### config.mk
export PLATFORM = sky130hd
export DESIGN_NAME = io_read_port_select_hs
export DESIGN_NICKNAME = d
export VERILOG_FILES = /design/src/rtl/io_read_port_select_hs.sv
export SDC_FILE = /design/constraint.sdc
export NUM_CORES = 1
export LEC_CHECK = 0
export BUFFER_PORTS_ARGS = -buffer_cell sky130_fd_sc_hd__buf_4
export CAP_MARGIN = 20
export CORE_ASPECT_RATIO = 1.5
export CORE_MARGIN = 2
export CORE_UTILIZATION = 30
export CTS_CLUSTER_SIZE = 30
export DETAILED_ROUTE_END_ITERATION = 8
export PLACE_DENSITY = 0.68
export SLEW_MARGIN = 40
export SYNTH_ARGS = -nofsm -noshare
export SYNTH_HDL_FRONTEND = slang
export SYNTH_SLANG_ARGS = --single-unit
### constraint.sdc
create_clock -name clock -period 5.7 [get_ports clock]
set_input_delay 0 -clock clock [delete_from_list [all_inputs] [get_ports clock]]
set_output_delay 0 -clock clock [all_outputs]
set_load 0.1 [all_outputs]
### src/rtl/io_read_port_select_hs.sv
// Full-address decoder for a contiguous block of I/O read ports with a per-port
// ready/consume handshake, a registered output pipeline and a saturating stall counter.
module io_read_port_select_hs #(
   parameter int WORD_WIDTH           = 36,
   parameter int ADDR_WIDTH           = 10,
   parameter int READ_PORT_COUNT      = 4,
   parameter int READ_PORT_BASE_ADDR  = 1020,
   parameter int READ_PORT_ADDR_WIDTH = 2,
   parameter int PIPE_DEPTH           = 2,
   parameter int STALL_COUNT_WIDTH    = 16
) (
   input  logic                                  clock,
   input  logic                                  reset,
   input  logic [ADDR_WIDTH-1:0]                 read_addr,
   input  logic                                  read_valid,
   input  logic [READ_PORT_COUNT*WORD_WIDTH-1:0] read_data_in,
   input  logic [READ_PORT_COUNT-1:0]            read_rdy_in,
   output logic [READ_PORT_COUNT-1:0]            read_en_out,
   output logic                                  io_ready,
   output logic                                  io_read_hit,
   output logic [WORD_WIDTH-1:0]                 read_data_selected,
   output logic                                  read_data_valid,
   output logic [STALL_COUNT_WIDTH-1:0]          stall_count
);

   localparam logic [ADDR_WIDTH:0] BASE_EXT  = (ADDR_WIDTH+1)'(READ_PORT_BASE_ADDR);
   localparam logic [ADDR_WIDTH:0] COUNT_EXT = (ADDR_WIDTH+1)'(READ_PORT_COUNT);

   logic [ADDR_WIDTH:0]           offset;
   logic [READ_PORT_ADDR_WIDTH-1:0] idx;
   logic                          hit;
   logic                          rdy_sel;
   logic [WORD_WIDTH-1:0]         word_sel;
   logic                          accept;

   logic [WORD_WIDTH-1:0]         data_p [PIPE_DEPTH];
   logic                          vld_p  [PIPE_DEPTH];

   function automatic logic [STALL_COUNT_WIDTH-1:0] sat_inc(input logic [STALL_COUNT_WIDTH-1:0] v);
      return (&v) ? v : v + 1'b1;
   endfunction

   // One extra bit makes addresses below the base wrap to huge offsets, so a single
   // full-width compare rejects both sides of the window and any low-bit alias.
   assign offset = {1'b0, read_addr} - BASE_EXT;
   assign idx    = offset[READ_PORT_ADDR_WIDTH-1:0];
   assign hit    = !reset && read_valid && (offset < COUNT_EXT);

   always_comb begin
      rdy_sel     = 1'b0;
      word_sel    = '0;
      read_en_out = '0;
      for (int i = 0; i < READ_PORT_COUNT; i++) begin
         if (idx == READ_PORT_ADDR_WIDTH'(i)) begin
            rdy_sel        = read_rdy_in[i];
            word_sel       = read_data_in[i*WORD_WIDTH +: WORD_WIDTH];
            read_en_out[i] = hit && read_rdy_in[i];
         end
      end
   end

   assign accept      = hit && rdy_sel;
   assign io_ready    = !hit || rdy_sel;
   assign io_read_hit = hit;

   // Stage 1 captures the strobed word (zero otherwise, for OR-merging); later stages shift.
   always_ff @(posedge clock) begin
      if (reset) begin
         for (int k = 0; k < PIPE_DEPTH; k++) begin
            data_p[k] <= '0;
            vld_p[k]  <= 1'b0;
         end
         stall_count <= '0;
      end else begin
         data_p[0] <= accept ? word_sel : '0;
         vld_p[0]  <= accept;
         for (int k = 1; k < PIPE_DEPTH; k++) begin
            data_p[k] <= data_p[k-1];
            vld_p[k]  <= vld_p[k-1];
         end
         if (hit && !rdy_sel)
            stall_count <= sat_inc(stall_count);
      end
   end

   assign read_data_selected = data_p[PIPE_DEPTH-1];
   assign read_data_valid    = vld_p[PIPE_DEPTH-1];

endmodule

==> run metrics, run 1 <==
status=finished clean; final-report max-slew violation count=0; nature of the critical path endpoint=flip-flop; EDFF count, synth=0; die width=roughly 100 um; routed len/inst=16.1 um; CP peak stage delay=0.87 ns; Clk Tree Root Cell=clkbuf_16; asr flop ratio synth=0%; final hold vios=0; most instantiated library cell after synthesis=dfxtp_1; Slew Limit Headroom=between 50 and 60%; Hold Buf Count CTS=0; pwr dens=242 mW/mm2; Setup-failing EPs final=0; reg2reg start=stall_count[0]$_SDFFE_PP0P_; worst r2r dst=stall_count[12]$_SDFFE_PP0P_; Synth Register Bits=90; clock sinks=90; fin area=0.00581 mm2; Area Growth Syn to Fin=45.4%; NetSw=0.000315 W; Via density=4.77; sequential share of power=44.7%; top-area cell type share of the netlist area=45.1%; Pleak=2.67 nW; hold path cells=3; row cnt=slightly above 50; top cells by area, synth=dfxtp_1, mux4_2, buf_4; crit path cell chain=buf_4 > mux4_2 > nor4_4 > inv_2 > or4_1 > xor2_1 > nor2_1; Crit Path Max Fanout=41; setup slack on the worst flop-to-flop path=3.78 ns; ANT cells=0; Internal Power=approximately 0.0011 W; Crit Path Class=input pin to flip-flop; top cells by count, synth=dfxtp_1, and3_1, mux4_2, nor2b_1, buf_4; setup TNS=0 ns; Synth Cell Area=approximately 0.0040 mm2; fmax=between 300 and 400 MHz; routed via count=between 3000 and 4000; placed cells=662; initial core utilization=30.7%; Max Cap Viol=0; area occupied by multi-input gates=0.00182 mm2; Non-Filler Instances=678; post-route DRC violation count=0; Reg clk slew, reported paths=around 0.070 ns; area post-placement=0.00549 mm2; Cells after Synth=about 340; I/O pin total=220; Final nets=~680; Tightest Pin Transition=0.696 ns; combinational share of power=11.4%; sequential area share after synthesis=45.1%; worst hold path type=input pin to flip-flop; fillers=roughly 1200; total gr overflow=0; Synth Flop Type=dfxtp_1; port buffer count=219; worst skew pair latency=0.33 ns; post-route total power=0.00141 W; CTS Buf Count=9; largest area contributor in the netlist=dfxtp_1; VDD IR max=0.000184 V; chip height=145 um; Clock Power Share=43.9%; data arrival time of the critical path=approximately 2.8 ns; delay-heaviest family, CP=simple AND/OR/NAND/NOR gates; crit path launch type=input pin; share of layout cells above drive strength 1=53.4%; Sw Ratio=roughly 22%; ANT nets after route=0; First-pass DRT Iterations=4; hpwl dp=8900 um; initial antenna violation count=0; Reg area=about 0.0018 mm2; Worst path slowest cell=mux4_2; final core occ=44.6%; depth of the CTS H-tree=3; Buf/Inv on CP=2; post-CTS sizing=0; Netlist cell types=35; Syn Nets=506; Tcrit/Tclk final=between 40 and 50%; Avg Inst Size Synth=11.7 um2; first-pass GRT wire length=17400 um; Post-CTS Setup Bufs=0; r2r worst-path depth=6; die area=0.0143 mm2; minimum clock period=2.56 ns; unrepaired setup endpoints after global routing=no; global-route usage over all layers=15.3%; Core Region=around 0.013 mm2; total wire length=10900 um; global placer's final weighted congestion=0.813; hold_sp=read_data_in[27]; Min-Delay Endpoint=data_p[0][27]$_SDFF_PP0_; final setup skew=~0.0053 ns; maximum clock path buffer count=2; vias in the first global route=3472; Synthesis Warnings=0; Req. time, crit path=5.91 ns; largest net degree at the start of global routing=55; CTS tree=done; drt first-iter violations=85
[registers in the layout, summed over array words and instances (netlist names)]
register,count
stall_count,16
data_p,72
vld_p,2
[routing by layer]
| metal | vias to the layer above | track usage [%] | wire (um) | part of all wire [%] |
|---|---|---|---|---|
| met2 | 125 | 27.6 | 5910 | 54 |
| li1 | 1549 | - | - | - |
| met3 | 21 | 2.98 | 594 | 5.4 |
| met4 | 0 | 6.30 | 295 | 2.7 |
| met1 | 1537 | 17.4 | 4110 | 38 |
| met5 | - | 0 | 0 | 0 |
[kinds of logic (layout without fill, tap and decap cells)]
kind of cell / count (synthesis) / in the layout / synth area share [%]
buffers and inverters: 64 / 240 / 9.42
xor gates and xnor gates: 9 / 9 / 1.97
and+or+nand+nor: 123 / 123 / 19.1
DFF: 90 / 90 / 45.1
AOI/OAI and AO/OA: 17 / 17 / 2.72
muxes: 38 / 38 / 21.1
adders and majority gates: 2 / 2 / 0.626
[worst min-delay path, stage by stage]
cell    delay (ns)
buf_4         0.08
mux4_2        0.20
and3_1        0.14
[worst max-delay path by stage]
stage / from / end / slack, ns / depth (start not counted)
5_1_grt: read_addr[0] / stall_count[15]$_SDFFE_PP0P_ / 2.89 / 7
2_1_floorplan: read_addr[2] / read_en_out[0] / 1.92 / 4
3_5_place_dp: read_addr[0] / stall_count[15]$_SDFFE_PP0P_ / 2.74 / 7
4_1_cts: read_addr[0] / stall_count[15]$_SDFFE_PP0P_ / 3.11 / 7
6_report: read_addr[0] / stall_count[15]$_SDFFE_PP0P_ / 3.14 / 7
3_3_place_gp: read_addr[0] / stall_count[15]$_SDFFE_PP0P_ / 2.80 / 7
[cells in the final DEF, fill, tap and decap left out, drive strengths merged, types with 2 or more instances in the layout]
cell type  instances
and3              38
nand3              5
and4b              2
o31ai              2
nor4               4
a21oi              5
or4                3
nand4              4
o21ai              4
or3                3
ha                 2
nand2              7
buf              220
and4               4
nor3               3
o211ai             3
nand4b             2
nor2b             37
dfxtp             90
nor2              10
mux4              37
clkbuf             9
xor2               6
xnor2              3
clkinv             2
inv                8
[metrics by stage]
stage | hold WS, ns | worst slack, ns
floorplan | 0.290 | 1.92
global placement | 0.425 | 2.80
detailed placement | 0.424 | 2.74
CTS | 0.0997 | 3.11
global route | 0.112 | 2.89
finish | 0.114 | 3.14
[final cells by class]
type	instances	area share, %
Clock buffer	9	3.88
Timing Repair Buffer	220	28.4
Sequential cell	90	31.0
Tap cell	159	3.42
Inverter	4	0.258
Multi-Input combinational cell	189	31.4
Clock inverter	7	1.64
[power groups by stage]
| stage | Combinational [W] | Clock, W | Sequential [W] |
|---|---|---|---|
| finish | 0.000161 | 0.000618 | 0.000628 |
| global route | 0.000174 | 0.000659 | 0.000628 |
| CTS | 0.000163 | 0.000633 | 0.000628 |
| detailed placement | 0.000163 | 0 | 0.000643 |
| global placement | 0.000159 | 0 | 0.000643 |
| floorplan | 0.0000684 | 0 | 0.000643 |
Note: power is estimated with default switching activity, not from simulation.
==> run 2, diff against run 1 <==
ABC_AREA = 1   (was unset)
PLACE_DENSITY = 0.67   (was 0.68)
clock period = 2.6 ns   (was 5.7 ns; I/O delays follow)
==> run metrics, run 2 <==
status=finished clean; Tcrit/Tclk final=77.8%; Pleak=3.01 nW; ANT cells=0; worst hold path type=input pin to flip-flop; post-CTS sizing=0; die width=100 um; Slew Limit Headroom=47.4%; unrepaired setup endpoints after global routing=no; asr flop ratio synth=0%; Cells after Synth=approximately 570; worst skew pair latency=0.34 ns; depth of the CTS H-tree=3; first-pass GRT wire length=about 22000 um; total wire length=between 10000 and 15000 um; clock sinks=90; minimum clock period=roughly 2.0 ns; top cells by area, synth=dfxtp_1, nand2_1, nor2_1; global-route usage over all layers=19.4%; global placer's final weighted congestion=0.933; port buffer count=~220; Crit Path Max Fanout=36; setup TNS=0 ns; Area Growth Syn to Fin=61.3%; Hold Slack=0.0494 ns; I/O pin total=220; Setup-failing EPs final=0; delay-heaviest family, CP=buffers and inverters; VDD IR max=approximately 0.00025 V; max reg flops=72; routed len/inst=15.1 um; biggest regs=data_p x72, stall_count x16, vld_p x2; NetSw=0.000734 W; share of layout cells above drive strength 1=31.8%; Synth Flop Type=dfxtp_1; Worst path slowest cell=dlygate4sd3_1; combinational share of power=12.8%; total gr overflow=0; setup slack on the worst flop-to-flop path=0.84 ns; Crit Path Class=input pin to flip-flop; largest net degree at the start of global routing=39; First-pass DRT Iterations=4; EDFF count, synth=0; sequential area share after synthesis=around 43%; Final nets=978; worst r2r dst=stall_count[4]$_SDFFE_PP0P_; vias in the first global route=about 4700; reg2reg start=stall_count[4]$_SDFFE_PP0P_; routed via count=4646; chip height=149 um; commonest cells after routing, fill and taps aside=buf_4, nand2_1, dfxtp_1, nor2_1, dlygate4sd3_1; Most flops, register=data_p; post-route DRC violation count=0; r2r worst-path depth=9; nature of the critical path endpoint=flip-flop; Buf/Inv on CP=3; row cnt=52; Avg Inst Size Synth=7.37 um2; maximum clock path buffer count=2; setup ws final=0.578 ns; Synth Register Bits=90; die area=0.0149 mm2; Clk Tree Root Cell=clkbuf_16; Syn Nets=730; initial core utilization=30.9%; most instantiated library cell after synthesis=nand2_1; Internal Power=between 0.002 and 0.0025 W; Tightest Pin Transition=0.788 ns; CTS Buf Count=9; initial antenna violation count=0; Sw Ratio=23.5%; Netlist cell types=28; fmax=494 MHz; final hold vios=0; pwr dens=463 mW/mm2; final setup skew=approximately 0.0056 ns; Clock Power Share=43.0%; data arrival time of the critical path=2.30 ns; Req. time, crit path=2.88 ns; Max Cap Viol=0; top-area cell type share of the netlist area=43.1%; largest area contributor in the netlist=dfxtp_1; Core Region=roughly 0.014 mm2; Synth Cell Area=between 0.004 and 0.005 mm2; sequential share of power=between 40% and 50%; most common cell after layout, fill and taps aside=buf_4; hold path cells=4; final-report max-slew violation count=0; Min-Delay Endpoint=stall_count[13]$_SDFFE_PP0P_; Synthesis Warnings=0; Via density=4.73; crit path launch type=input pin; top cells by count, synth=nand2_1, dfxtp_1, nor2_1; hold_sp=reset; Post-CTS Setup Bufs=0; CTS tree=done; worst slack, placed=0.756 ns; Reg clk slew, reported paths=0.07 ns; crit path cell chain=buf_4 > ha_1 > nor3_1 > nand3_2 > nor2_4 > inv_2 > a211oi_1 > dlygate4sd3_1; CP peak stage delay=0.59 ns; hpwl dp=roughly 10000 um; drt first-iter violations=128; ANT nets after route=0; post-route total power=0.00312 W
-- run 2: changes by cell type after synthesis, moves of 8 or more --
cell / previous run / this run
a211oi_1: 0 / 14
a221oi_1: 0 / 14
a41oi_1: 0 / 22
and3_1: 38 / 0
buf_2: 0 / 8
clkbuf_1: 20 / 12
inv_1: 3 / 64
mux4_2: 37 / 0
nand2_1: 7 / 129
nand3_1: 5 / 33
nor2_1: 10 / 88
nor2b_1: 37 / 0
-- run 2: worst max-delay path by stage --
stage | startpoint | endpoint | slack [ns] | depth (start not counted)
floorplan | stall_count[1]$_SDFFE_PP0P_ | stall_count[4]$_SDFFE_PP0P_ | 0.26 | 10
global placement | stall_count[4]$_SDFFE_PP0P_ | stall_count[4]$_SDFFE_PP0P_ | 0.84 | 9
detailed placement | read_addr[2] | data_p[0][3]$_SDFF_PP0_ | 0.76 | 7
CTS | read_addr[2] | data_p[0][3]$_SDFF_PP0_ | 0.61 | 8
global route | read_addr[2] | data_p[0][9]$_SDFF_PP0_ | 0.40 | 8
finish | read_addr[2] | data_p[0][18]$_SDFF_PP0_ | 0.58 | 8
-- run 2: cell type report --
type / count / area [um2]
flip-flops and latches: 90 / 1800
inverters: 69 / 259
repair buffers: 298 / 2430
well taps: 162 / 203
multi-input cells: 347 / 1740
clock inverters: 5 / 62.6
fillers: 1320 / 6790
clock buffers: 11 / 243
-- run 2: repair_timing --
item,4_1_cts,5_1_grt
setup endpoints to repair,0,0
endpoints found under the hold margin,36,0
hold buffers,72,0
-- run 2: through the flow --
stage	utilization, %	area (um2)	std cells
after CTS	49.8	6740	982
final	49.8	6740	982
after global routing	49.8	6740	982
after detailed placement	42.2	5720	894
after global placement	42.2	5720	894
after floorplan	-	4190	567
-- run 2: cells by family (layout without fill, tap and decap cells) --
| group | Yosys count | after routing | synth area share, % |
|---|---|---|---|
| fa+ha+maj | 2 | 2 | 0.599 |
| buf+inv | 130 | 383 | 15.4 |
| flops | 90 | 90 | 43.1 |
| compound gates | 64 | 64 | 11.9 |
| simple gates | 281 | 281 | 29.0 |
-- run 2: tightest hold or removal path, stage by stage --
cell and delay, ns:
buf_4 0.09, inv_2 0.12, nand2_1 0.10, nor2_1 0.03
-- run 2: per-layer routing --
metal	up-vias	global-route usage (%)	routed length, um
li1	2293	-	-
met4	0	8.63	346
met1	2115	20.5	5610
met2	212	35.5	7790
met5	-	0	0
met3	26	5.12	1030
-- run 2: power groups by stage --
stage,clock (W),combinational (W),sequential [W]
floorplan,0,0.000117,0.00141
global placement,0,0.000353,0.00141
detailed placement,0,0.000355,0.00141
CTS,0.00138,0.000399,0.00138
global route,0.00144,0.000433,0.00138
finish,0.00134,0.000400,0.00138
==> run 3, diff against run 2 <==
PLACE_DENSITY = 0.69   (was 0.67)
clock period = 1.62 ns   (was 2.6 ns; I/O delays follow)
==> run metrics, run 3 (synthesis gave the netlist of run 2 again) <==
fillers=1181; worst hold path type=input pin to flip-flop; first-pass GRT wire length=24200 um; Worst path most repeated cell=buf_4; Buf/Inv on CP=5; share of layout cells above drive strength 1=between 30% and 40%; routed len/inst=about 15 um; row cnt=52; I/O pin total=between 200 and 250; final-report max-slew violation count=0; Max Cap Viol=0; placed cells=910; initial antenna violation count=0; Non-Filler Instances=1029; Most flops, register=data_p; Clk Tree Root Cell=clkbuf_16; delay-heaviest family, CP=buffers and inverters; Hold Slack=-0.00753 ns; Tightest Pin Transition=0.494 ns; failing checks=hold timing; fmax=641 MHz; busiest grt layer=met2; global placer's final weighted congestion=0.866; setup ws final=0.0588 ns; minimum clock period=1.56 ns; depth of the CTS H-tree=3; die area=0.0149 mm2; port buffer count=~220; pwr dens=~700 mW/mm2; data arrival time of the critical path=1.85 ns; status=finished, violations left; vias in the first global route=5063; total wire length=15900 um; die width=100 um; Worst path slowest cell=dlygate4sd3_1; setup TNS=0 ns; final setup skew=roughly 0.0047 ns; Tcrit/Tclk final=96.4%; Crit Path Max Fanout=21; drt first-iter violations=113; unrepaired setup endpoints after global routing=yes; crit path launch type=input pin; Critical Path Start=read_addr[2]; maximum clock path buffer count=2; post-route DRC violation count=0; Pleak=around 3.2 nW; worst skew pair latency=0.33 ns; hold_sp=read_data_in[29]; CTS tree=done; ANT nets after route=0; post-route total power=0.00514 W; global-route usage over all layers=between 20% and 30%; Final nets=between 1000 and 1500; most common cell after layout, fill and taps aside=buf_4; CTS Buf Count=9; hpwl dp=around 11000 um; Reg clk slew, reported paths=roughly 0.07 ns; clock sinks=90; Crit Path Class=input pin to flip-flop; First-pass DRT Iterations=4; chip height=around 150 um; ANT cells=0; nature of the critical path endpoint=flip-flop; Setup-failing EPs final=0; Area Growth Syn to Fin=75.6%; GRT met3 Usage=approximately 4.3%; reg2reg start=stall_count[0]$_SDFFE_PP0P_; commonest cells after routing, fill and taps aside=buf_4, nand2_1, dlygate4sd3_1, nor2_1, dfxtp_1; initial core utilization=30.9%; GR Util met1=22.3%; Via density=approximately 4.7; Req. time, crit path=1.90 ns; VDD IR max=0.000370 V; met2 GRT Util=37.9%; total gr overflow=0; worst slack, placed=0.0308 ns; Slew Limit Headroom=67.1%; Core Region=0.0135 mm2; biggest regs=data_p x72, stall_count x16, vld_p x2; routed via count=4859; crit path cell chain=buf_4 > ha_4 > nor3_4 > buf_4 > nand3_2 > nor2_4 > inv_2 > buf_12 > a41oi_1 > dlygate4sd3_1; max reg flops=72; largest net degree at the start of global routing=39; final hold vios=1; CP peak stage delay=around 0.57 ns
run 3: cell count changes in the layout (fill, tap and decap cells not counted), sizes merged:
| cell | previous run | this run |
|---|---|---|
| buf | 226 | 243 |
| clkbuf | 11 | 9 |
| dlygate4sd3 | 72 | 102 |
| inv | 68 | 70 |
run 3: per-stage QoR:
stage                     instance area (um2)  utilization (%)  hold slack (ns)
after floorplan                          4300                -            0.153
after global placement                   5980             44.2            0.272
after detailed placement                 5980             44.2            0.278
after CTS                                7300             53.9         0.000570
after global routing                     7340             54.2          0.00841
final                                    7340             54.2         -0.00753
run 3: worst register-to-register path, delay by kind of cell, from the launching register on:
kind          cells  cell delay (ns)
simple gates      6             0.97
flops             1             0.36
buf+inv           2             0.11
run 3: where the power goes:
group	switching (W)	internal, W
logic	0.000314	0.000487
clock network	0.000924	0.00122
registers	0.0000000249	0.00219
total	0.00124	0.00390
run 3: what timing repair did:
item | CTS | global route
gates resized for setup | 0 | 4
setup endpoints to repair | 0 | 17
buffers inserted | 0 | 1
hold buffers | 101 | 3
endpoints found under the hold margin | 36 | 1
run 3: worst paths after layout:
path	endpoint	slack, ns	cells past startpoint
setup / recovery	data_p[0][22]$_SDFF_PP0_	0.06	10
hold / removal	data_p[0][29]$_SDFF_PP0_	-0.008	3
setup reg to reg	stall_count[13]$_SDFFE_PP0P_	0.12	8
hold reg to reg	data_p[0][55]$_SDFF_PP0_	0.40	2
run 3: layout make-up:
type,count,area [um2],share of cell area (%)
Sequential cell,90,1850,25.2
Tap cell,162,203,2.76
Clock inverter,7,82.6,1.13
Multi-Input combinational cell,347,1820,24.8
Timing Repair Buffer,345,2900,39.4
Inverter,69,260,3.55
Clock buffer,9,225,3.07
run 3: layer usage:
metal / wire length [um] / vias up
met3: 1010 / 37
met1: 5960 / 2209
met5: 0 / -
met2: 8330 / 225
li1: - / 2388
met4: 572 / 0
